File: config.mk
export PLATFORM = sky130hd
export DESIGN_NAME = bin_to_bcd
export DESIGN_NICKNAME = d
export VERILOG_FILES = /design/src/rtl/bin_to_bcd.sv
export SDC_FILE = /design/constraint.sdc
export NUM_CORES = 1
export LEC_CHECK = 0
export CAP_MARGIN = 0
export CORE_ASPECT_RATIO = 0.5
export CORE_MARGIN = 2
export CORE_UTILIZATION = 55
export CTS_BUF_LIST = sky130_fd_sc_hd__clkbuf_2 sky130_fd_sc_hd__clkbuf_4 sky130_fd_sc_hd__clkbuf_8
export DETAILED_ROUTE_END_ITERATION = 8
export GPL_ROUTABILITY_DRIVEN = 0
export GPL_TIMING_DRIVEN = 0
export MAX_ROUTING_LAYER = met4
export PLACE_DENSITY = 0.8
export SYNTH_ARGS = -nofsm -noshare
export SYNTH_HDL_FRONTEND = slang
export SYNTH_SLANG_ARGS = --single-unit
File: constraint.sdc
create_clock -name clk -period 2.1 [get_ports clk]
set_input_delay 0.42 -clock clk [delete_from_list [all_inputs] [get_ports clk]]
set_output_delay 0.42 -clock clk [all_outputs]
set_load 0.05 [all_outputs]
File: src/rtl/bin_to_bcd.sv
// Sequential binary-to-BCD converter (shift-and-add-3), one input bit per clock.
// Produces packed BCD digits plus a sticky overflow when the value needs more than DIGITS digits.
module bin_to_bcd #(
    parameter int BIN_W  = 8,
    parameter int DIGITS = 3
) (
    input  logic                  clk,
    input  logic                  rst,
    input  logic                  start,
    input  logic [BIN_W-1:0]      bin,
    output logic                  busy,
    output logic                  done,
    output logic [4*DIGITS-1:0]   bcd,
    output logic                  overflow
);

    localparam int DW    = 4 * DIGITS;
    localparam int CNT_W = $clog2(BIN_W + 1);

    typedef enum logic {IDLE, SHIFT} state_t;

    state_t             state_q, state_d;
    logic [BIN_W-1:0]   bin_q, bin_d;
    logic [DW-1:0]      dig_q, dig_d;
    logic               sticky_q, sticky_d;
    logic [CNT_W-1:0]   cnt_q, cnt_d;
    logic [DW-1:0]      bcd_q, bcd_d;
    logic               ovf_q, ovf_d;
    logic               done_q, done_d;

    logic [DW-1:0]      dig_adj;
    logic [DW-1:0]      dig_sh;
    logic [BIN_W-1:0]   bin_sh;
    logic               shift_out;

    // Each digit is corrected independently; carries only appear through the following shift.
    function automatic logic [DW-1:0] add3_adjust(input logic [DW-1:0] d);
        logic [DW-1:0] r;
        r = d;
        for (int k = 0; k < DIGITS; k++) begin
            if (d[4*k +: 4] >= 4'd5) begin
                r[4*k +: 4] = d[4*k +: 4] + 4'd3;
            end
        end
        return r;
    endfunction

    assign dig_adj = add3_adjust(dig_q);
    assign {shift_out, dig_sh, bin_sh} = {dig_adj, bin_q, 1'b0};

    always_comb begin
        state_d  = state_q;
        bin_d    = bin_q;
        dig_d    = dig_q;
        sticky_d = sticky_q;
        cnt_d    = cnt_q;
        bcd_d    = bcd_q;
        ovf_d    = ovf_q;
        done_d   = 1'b0;
        case (state_q)
            IDLE: begin
                if (start) begin
                    bin_d    = bin;
                    dig_d    = '0;
                    sticky_d = 1'b0;
                    cnt_d    = CNT_W'(BIN_W);
                    state_d  = SHIFT;
                end
            end
            SHIFT: begin
                bin_d    = bin_sh;
                dig_d    = dig_sh;
                sticky_d = sticky_q | shift_out;
                cnt_d    = cnt_q - CNT_W'(1);
                if (cnt_q == CNT_W'(1)) begin
                    bcd_d   = dig_sh;
                    ovf_d   = sticky_q | shift_out;
                    done_d  = 1'b1;
                    state_d = IDLE;
                end
            end
            default: state_d = IDLE;
        endcase
    end

    always_ff @(posedge clk or posedge rst) begin
        if (rst) begin
            state_q  <= IDLE;
            bin_q    <= '0;
            dig_q    <= '0;
            sticky_q <= 1'b0;
            cnt_q    <= '0;
            bcd_q    <= '0;
            ovf_q    <= 1'b0;
            done_q   <= 1'b0;
        end else begin
            state_q  <= state_d;
            bin_q    <= bin_d;
            dig_q    <= dig_d;
            sticky_q <= sticky_d;
            cnt_q    <= cnt_d;
            bcd_q    <= bcd_d;
            ovf_q    <= ovf_d;
            done_q   <= done_d;
        end
    end

    assign busy     = (state_q == SHIFT);
    assign done     = done_q;
    assign bcd      = bcd_q;
    assign overflow = ovf_q;

endmodule

==> results of run 1 <==
state kept, by name, indices dropped and copies added (netlist names):
signal	flops
bcd	12
bin_q	8
busy	1
cnt_q	4
dig_q	12
done	1
overflow	1
sticky_q	1
metrics by stage:
step,util,worst slack [ps],instance area (um^2),power (uW)
floorplan,-,173,1920,2790
global placement,0.659,-59.3,2240,3240
detailed placement,0.659,382,2240,3310
CTS,0.688,181,2340,3870
global route,0.688,161,2340,4130
finish,0.688,186,2340,3850
power by group:
part           total, uW  internal, uW  switching [uW]  leakage [uW]
registers           1330          1090             234      0.000502
logic               1980           792            1190      0.000487
clock network        546           294             253     0.0000523
total               3850          2180            1670       0.00104
routing by layer:
layer  wire (um)  GRT usage  vias up
met5           0          -        -
met4          53     0.0738        0
met3         163     0.0489        5
met2        1710      0.332       39
met1        1690      0.268      683
li1            -          -      698
logic make-up (layout without fill, tap and decap cells):
family | after synthesis | after routing
and+or+nand+nor | 52 | 52
AOI/OAI and AO/OA | 48 | 48
DFF | 40 | 40
buffers and inverters | 21 | 54
muxes | 13 | 13
adders and majority gates | 8 | 8
xor gates and xnor gates | 4 | 4
final timing paths:
kind | startpoint | endpoint | slack (ps) | cells past startpoint
worst max-delay path | busy | busy | 190 | 1
worst min-delay path | bcd[11] | bcd[11] | 480 | 2
worst max register to register | busy | bcd[10] | 400 | 5
worst min register to register | bcd[11] | bcd[11] | 480 | 2
max in group asynchronous | rst | bcd[11] | 980 | 2
min in group asynchronous | rst | bin_q[2] | 600 | 2
synthesized netlist by cell type:
cell type / number / area share
buf_6: 3 / 0.018
nor3_1: 2 / 0.0052
mux2i_1: 9 / 0.047
a21oi_1: 11 / 0.029
ha_1: 8 / 0.052
nand2b_1: 3 / 0.0098
nor2_1: 5 / 0.0098
o21ai_1: 1 / 0.0026
dfrtp_1: 40 / 0.52
clkinv_4: 1 / 0.0046
a21o_1: 1 / 0.0039
nor3b_1: 6 / 0.023
buf_2: 1 / 0.0026
o21ai_0: 14 / 0.036
nand3_1: 2 / 0.0052
or4b_4: 1 / 0.0072
mux2_2: 4 / 0.023
or3_1: 1 / 0.0033
o22a_1: 1 / 0.0046
xnor2_1: 4 / 0.018
clkbuf_1: 5 / 0.0098
inv_1: 10 / 0.020
a31o_2: 1 / 0.0046
o21ai_2: 8 / 0.036
inv_4: 1 / 0.0033
a22o_1: 1 / 0.0046
o31ai_1: 1 / 0.0039
o22ai_1: 9 / 0.029
nand2_1: 31 / 0.060
nor2_2: 1 / 0.0033
final cells by class:
class	instances	area (um^2)
fill	273	1060
sequential	40	1000
multi-input combinational	125	813
timing repair buffer	25	250
clock buffer	8	97.6
tap	51	63.8
buffer	9	57.6
inverter	12	52.6
==> reports/results.env, run 1 <==
LEAKAGE_uW=0.00104
DR_TOTAL_VIAS=1425
FRACTION_OF_LAYOUT_CELLS_WITH_A_SIZE_SUFFIX_ABOVE_1=0.137
POST_CTS_RESIZE_COUNT=0
NETLIST-CELL-TYPE-COUNT=30
MEAN_POST_SYNTH_CELL_AREA_UM2=10.3
MAX-CAP-VIOLATIONS=0
FINAL.HOLD.WORST_SLACK_PS=478
GLOBAL_ROUTE.OVERFLOW_TOTAL=0
CRIT_PATH_MAX_FANOUT=2
DIE_H_UM=45.8
TIMING.CRITICAL_PATH.SLOWEST_CELL_DELAY_PS=820
LAYOUT_OVERHEAD_ON_THE_SYNTHESIZED_AREA_PCT=21.4
FINAL_MAX_SLEW_VIOL_COUNT=0
FINAL_SETUP_VIOLATIONS=0
CLK_PIN_SLEW_WORST_PATHS_PS=70
YOSYS_REGISTER_BITS=40
TIMING.HOLD.WORST.CLASS='flip-flop to flip-flop'
RUN_STATUS='completed'
CTSHTREEMAXLEVEL=2
NUMBER_OF_NETS_IN_THE_LAYOUT=237
DRTANTENNAVIOLNETS=0
GRT_START_MAX_NET_PINS=41
CTSLONGESTPATHBUFFERS=2
CLOCK-SINKS=40
FIRST_DRT_ITERATION_DRCS=45
SYNTH_NETS=205
PLACEABLECOREAREA_MM2=0.00340
CTS.ROOT.BUFFER_CELL='clkbuf_8'
MAPPEDNETLISTAREA_MM2=0.00192
SYNTH-SEQ-AREA-SHARE=0.520
PLACE_INST=262
SYNTH-COMPOUND-AREA-SHARE=0.155
DIE_AREA_MM2=0.00402
CTS_MADE_BUFFERS=5
PERIOD_MINUS_SLACK_PS=1910
SYNTH_ADDER_AREA_SHARE=0.0520
VDD_DROP_MAX_mV=0.878
DIODES=0
MOSTFREQUENTLAYOUTCELL='dfrtp_1'
MUXSHAREOFSYNTHAREA=0.0702
CRITPATHKIND='flip-flop to primary output'
POST_SYNTH_XOR_AREA_FRACTION=0.0182
CTS_TREE='built'
TOTAL_WIRELENGTH_OF_THE_DETAILED_ROUTED_DESIGN_MM=3.62
DRCVIOLATIONCOUNT=0
SYNTHESIS.INSTANCES=186
CRIT_PATH_START_KIND='flip-flop'
GRT_ANTENNA_BEFORE_REPAIR=0
FLOORPLAN.DIE.WIDTH_UM=87.7
CRITPATHCAPTURETYPE='primary output'
CRITICAL-PATH-SLOWEST-CELL='clkdlybuf4s50_1'
VIASPERCELL=5.28
SLEW_HEADROOM=0.460
DETAILED_PLACE_HPWL_MM=2.45
FINAL_HOLD_VIOL_COUNT=0
FINALNONFILLERCELLS=270
NUMPORTBUFFERS=25
WORSTSKEWPAIRLATENCY_PS=290
MOSTFREQUENTLAYOUTCELLS='dfrtp_1, nand2_1, clkdlybuf4s50_1'
IO_PINS=26
WIRELENGTH_PER_CELL_UM=13.4
CLOCK.FMAX_MHz=522
GRT_PASS1_VIAS=1316
WIRE_LENGTH_OF_THE_FIRST_GLOBAL_ROUTING_PASS_MM=6.02
GLOBAL_ROUTE.USAGE.TOTAL=0.209
CRIT_ARRIVAL_PS=1490
CP.BUFFERS_INVERTERS=1
POST_CTS.REPAIR.SETUP_BUFFERS=0
TIMING.CLOCK.SKEW_PS=5.48
SYNTH_TOP_FAMILY_BY_AREA='compound AO/OA/AOI/OAI gates'
CRIT_CHAIN='clkdlybuf4s50_1'
GATE_FAMILY_RESPONSIBLE_FOR_THE_MOST_DELAY_ALONG_THE_WORST_PATH='buffers and inverters'
FLOORPLAN.ROWS=15
P_PER_AREA_mW_PER_MM2=1650
WORST-ENDPOINT-REQUIRED_PS=1680
CTSHOLDBUFFERS=0
EFFECTIVE_UTILIZATION_AT_FLOORPLAN=0.566
FINAL.PERIOD_UTILIZATION=0.911
YOSYS_WARNINGS=0
DETAILEDROUTE.FIRSTPASSITERATIONCOUNT=4
WORST_SLEW_PIN_SLEW_PS=809
SYNTHSIMPLEGATEAREAFRAC=0.127
FIN_TNS_SETUP_PS=0
GRT_SETUP_UNREPAIRED='no'
(Power assumes the default switching activity.)
==> run 2: changes to the inputs <==
- CTS_CLUSTER_DIAMETER: unset -> 200
==> results of run 2 <==
Same layout as run 1: the final DEF is identical, and so are final timing and power.
==> run 3: changes to the inputs <==
- CORE_ASPECT_RATIO: 0.5 -> unset
- CORE_UTILIZATION: 55 -> 29
- PLACE_DENSITY: 0.8 -> unset
==> run 3 against run 2 <==
Die area grew 82%. Non-clock buffer count unchanged. Critical path depth unchanged. Maximum frequency rose by 1.4%. Final cell count is 9.3% higher. Clock power is 7.5% lower. First-iteration DRC count is 33% higher. Flip-flop and latch count unchanged.
==> reports/results.env, run 3 (synthesis gave the netlist of run 1 again) <==
CRITPATHKIND='flip-flop to primary output'  # unchanged
CLOCK-SINKS=40  # unchanged
GRT_SETUP_UNREPAIRED='no'  # unchanged
CRIT_PATH_MAX_FANOUT=2  # unchanged
CTSLONGESTPATHBUFFERS=2  # unchanged
DETAILED_PLACE_HPWL_MM=2.66  # was 2.45 mm
CRIT_CHAIN='clkdlybuf4s50_1'  # unchanged
GRT_START_MAX_NET_PINS=41  # unchanged
WIRELENGTH_PER_CELL_UM=13.1  # was 13.4 um
FIRST_DRT_ITERATION_DRCS=60  # was 45
PLACEABLECOREAREA_MM2=0.00639  # was 0.00340 mm^2
FINAL.FILL_COUNT=656  # was 273
TIMING.HOLD.WORST.CLASS='flip-flop to flip-flop'  # unchanged
WORSTREGTOREGCELLS=6  # was 5
PRE_CTS_SLACK_PS=361  # was 382 ps
FINAL_MAX_SLEW_VIOL_COUNT=0  # unchanged
GRT_PASS1_VIAS=1433  # was 1,316
CLK_PIN_SLEW_WORST_PATHS_PS=80  # was 70 ps
DIODES=0  # unchanged
CTS_MADE_BUFFERS=5  # unchanged
GLOBAL_ROUTE.USAGE.TOTAL=0.121  # was 0.209
WIRE_LENGTH_OF_THE_FIRST_GLOBAL_ROUTING_PASS_MM=6.82  # was 6.02 mm
REPORT.POWER.TOTAL_uW=3790  # was 3850 uW
LEAKAGE_uW=0.00103  # was 0.00104 uW
NUMPORTBUFFERS=25  # unchanged
CRIT_PATH_START_KIND='flip-flop'  # unchanged
COUNT_OF_CELL_INSTANCES_TRAVERSED_BY_THE_CRITICAL_PATH=1  # unchanged
IO_PINS=26  # unchanged
P_PER_AREA_mW_PER_MM2=1610  # was 1650 mW/mm^2
CTSHTREEMAXLEVEL=2  # unchanged
NUMBER_OF_NETS_IN_THE_LAYOUT=237  # unchanged
TOTAL_WIRELENGTH_OF_THE_DETAILED_ROUTED_DESIGN_MM=3.86  # was 3.62 mm
TIMING.CLOCK.SKEW_PS=7.92  # was 5.48 ps
DRTANTENNAVIOLNETS=0  # unchanged
FINAL.PERIOD_UTILIZATION=0.899  # was 0.911
GLOBAL_ROUTE.OVERFLOW_TOTAL=0  # unchanged
WORST_SLEW_PIN_SLEW_PS=846  # was 809 ps
MAX-CAP-VIOLATIONS=0  # unchanged
FIN_TNS_SETUP_PS=0  # unchanged
CLOCK.FMAX_MHz=530  # was 522 MHz
GRT_ANTENNA_BEFORE_REPAIR=0  # unchanged
DIE_H_UM=85.5  # was 45.8 um
CRIT_ARRIVAL_PS=1470  # was 1490 ps
FRACTION_OF_LAYOUT_CELLS_WITH_A_SIZE_SUFFIX_ABOVE_1=0.133  # was 0.137
SLEW_HEADROOM=0.435  # was 0.460
MOSTFREQUENTLAYOUTCELL='dfrtp_1'  # unchanged
MOSTFREQUENTLAYOUTCELLS='dfrtp_1, nand2_1, clkdlybuf4s50_1'  # unchanged
WORSTSKEWPAIRLATENCY_PS=290  # about the same
FINAL_SETUP_VIOLATIONS=0  # unchanged
CP.BUFFERS_INVERTERS=1  # unchanged
PERIOD_MINUS_SLACK_PS=1890  # was 1910 ps
DR_TOTAL_VIAS=1396  # was 1,425
LAYOUT_OVERHEAD_ON_THE_SYNTHESIZED_AREA_PCT=22.2  # was 21.4%
POST_CTS.REPAIR.SETUP_BUFFERS=0  # unchanged
CRITICAL-PATH-SLOWEST-CELL='clkdlybuf4s50_1'  # unchanged
DIE_AREA_MM2=0.00730  # was 0.00402 mm^2
RUN_STATUS='completed'  # unchanged
WORST-ENDPOINT-REQUIRED_PS=1680  # about the same
FINAL_HOLD_VIOL_COUNT=0  # unchanged
CRITPATHCAPTURETYPE='primary output'  # unchanged
FLOORPLAN.DIE.WIDTH_UM=85.5  # was 87.7 um
FINAL_WS_SETUP_PS=212  # was 186 ps
DETAILEDROUTE.FIRSTPASSITERATIONCOUNT=4  # unchanged
GATE_FAMILY_RESPONSIBLE_FOR_THE_MOST_DELAY_ALONG_THE_WORST_PATH='buffers and inverters'  # unchanged
VIASPERCELL=4.73  # was 5.28
CTS_TREE='built'  # unchanged
DRCVIOLATIONCOUNT=0  # unchanged
POST_CTS_RESIZE_COUNT=0  # unchanged
VDD_DROP_MAX_mV=0.577  # was 0.878 mV
TIMING.CRITICAL_PATH.SLOWEST_CELL_DELAY_PS=810  # was 820 ps
FLOORPLAN.ROWS=29  # was 15
MIN_DELAY_PATH_DEPTH=2  # unchanged
CTSHOLDBUFFERS=0  # unchanged
CTS.ROOT.BUFFER_CELL='clkbuf_8'  # unchanged
EFFECTIVE_UTILIZATION_AT_FLOORPLAN=0.301  # was 0.566
-- run 3: changes by cell type in the layout (fill, tap and decap cells not counted) --
cell	delta
clkbuf_4	-1
clkbuf_8	-1
clkinv_2	+1
-- run 3: worst paths after layout --
kind / slack [ps] / to / startpoint
hold / removal: 480 / bcd[7] / bcd[7]
setup reg to reg: 410 / dig_q[2] / dig_q[0]
hold reg to reg: 480 / bcd[7] / bcd[7]
max in group asynchronous: 950 / bcd[4] / rst
min in group asynchronous: 610 / bcd[0] / rst
setup / recovery: 210 / busy / busy
-- run 3: layout make-up --
| cell class | instances | area [um^2] | area share |
|---|---|---|---|
| Sequential cell | 40 | 1000 | 0.426 |
| Multi-Input combinational cell | 125 | 813 | 0.346 |
| Timing Repair Buffer | 25 | 250 | 0.106 |
| Tap cell | 77 | 96.3 | 0.0410 |
| Clock buffer | 6 | 76.3 | 0.0324 |
| Buffer | 9 | 57.6 | 0.0245 |
| Inverter | 12 | 52.6 | 0.0223 |
| Clock inverter | 1 | 5.00 | 0.00213 |
-- run 3: stage by stage --
step | hold WS [ps] | std cells | cell area (um^2) | utilization
2_1_floorplan | 449 | 186 | 1920 | -
3_3_place_gp | 465 | 288 | 2270 | 0.356
3_5_place_dp | 468 | 288 | 2270 | 0.356
4_1_cts | 485 | 295 | 2350 | 0.368
5_1_grt | 507 | 295 | 2350 | 0.368
6_report | 482 | 295 | 2350 | 0.368
-- run 3: power by group --
group / total, uW / switching (uW) / internal, uW
Clock: 505 / 266 / 239
Sequential: 1320 / 230 / 1090
Combinational: 1960 / 1170 / 788
Total: 3790 / 1670 / 2120
-- run 3: layer usage --
| metal | vias up | routed length (um) | share of wire | GRT usage |
|---|---|---|---|---|
| li1 | 701 | - | - | - |
| met1 | 666 | 1930 | 0.50 | 0.165 |
| met2 | 22 | 1720 | 0.44 | 0.173 |
| met3 | 7 | 149 | 0.039 | 0.0302 |
| met4 | 0 | 66 | 0.017 | 0.0476 |
| met5 | - | 0 | 0 | - |
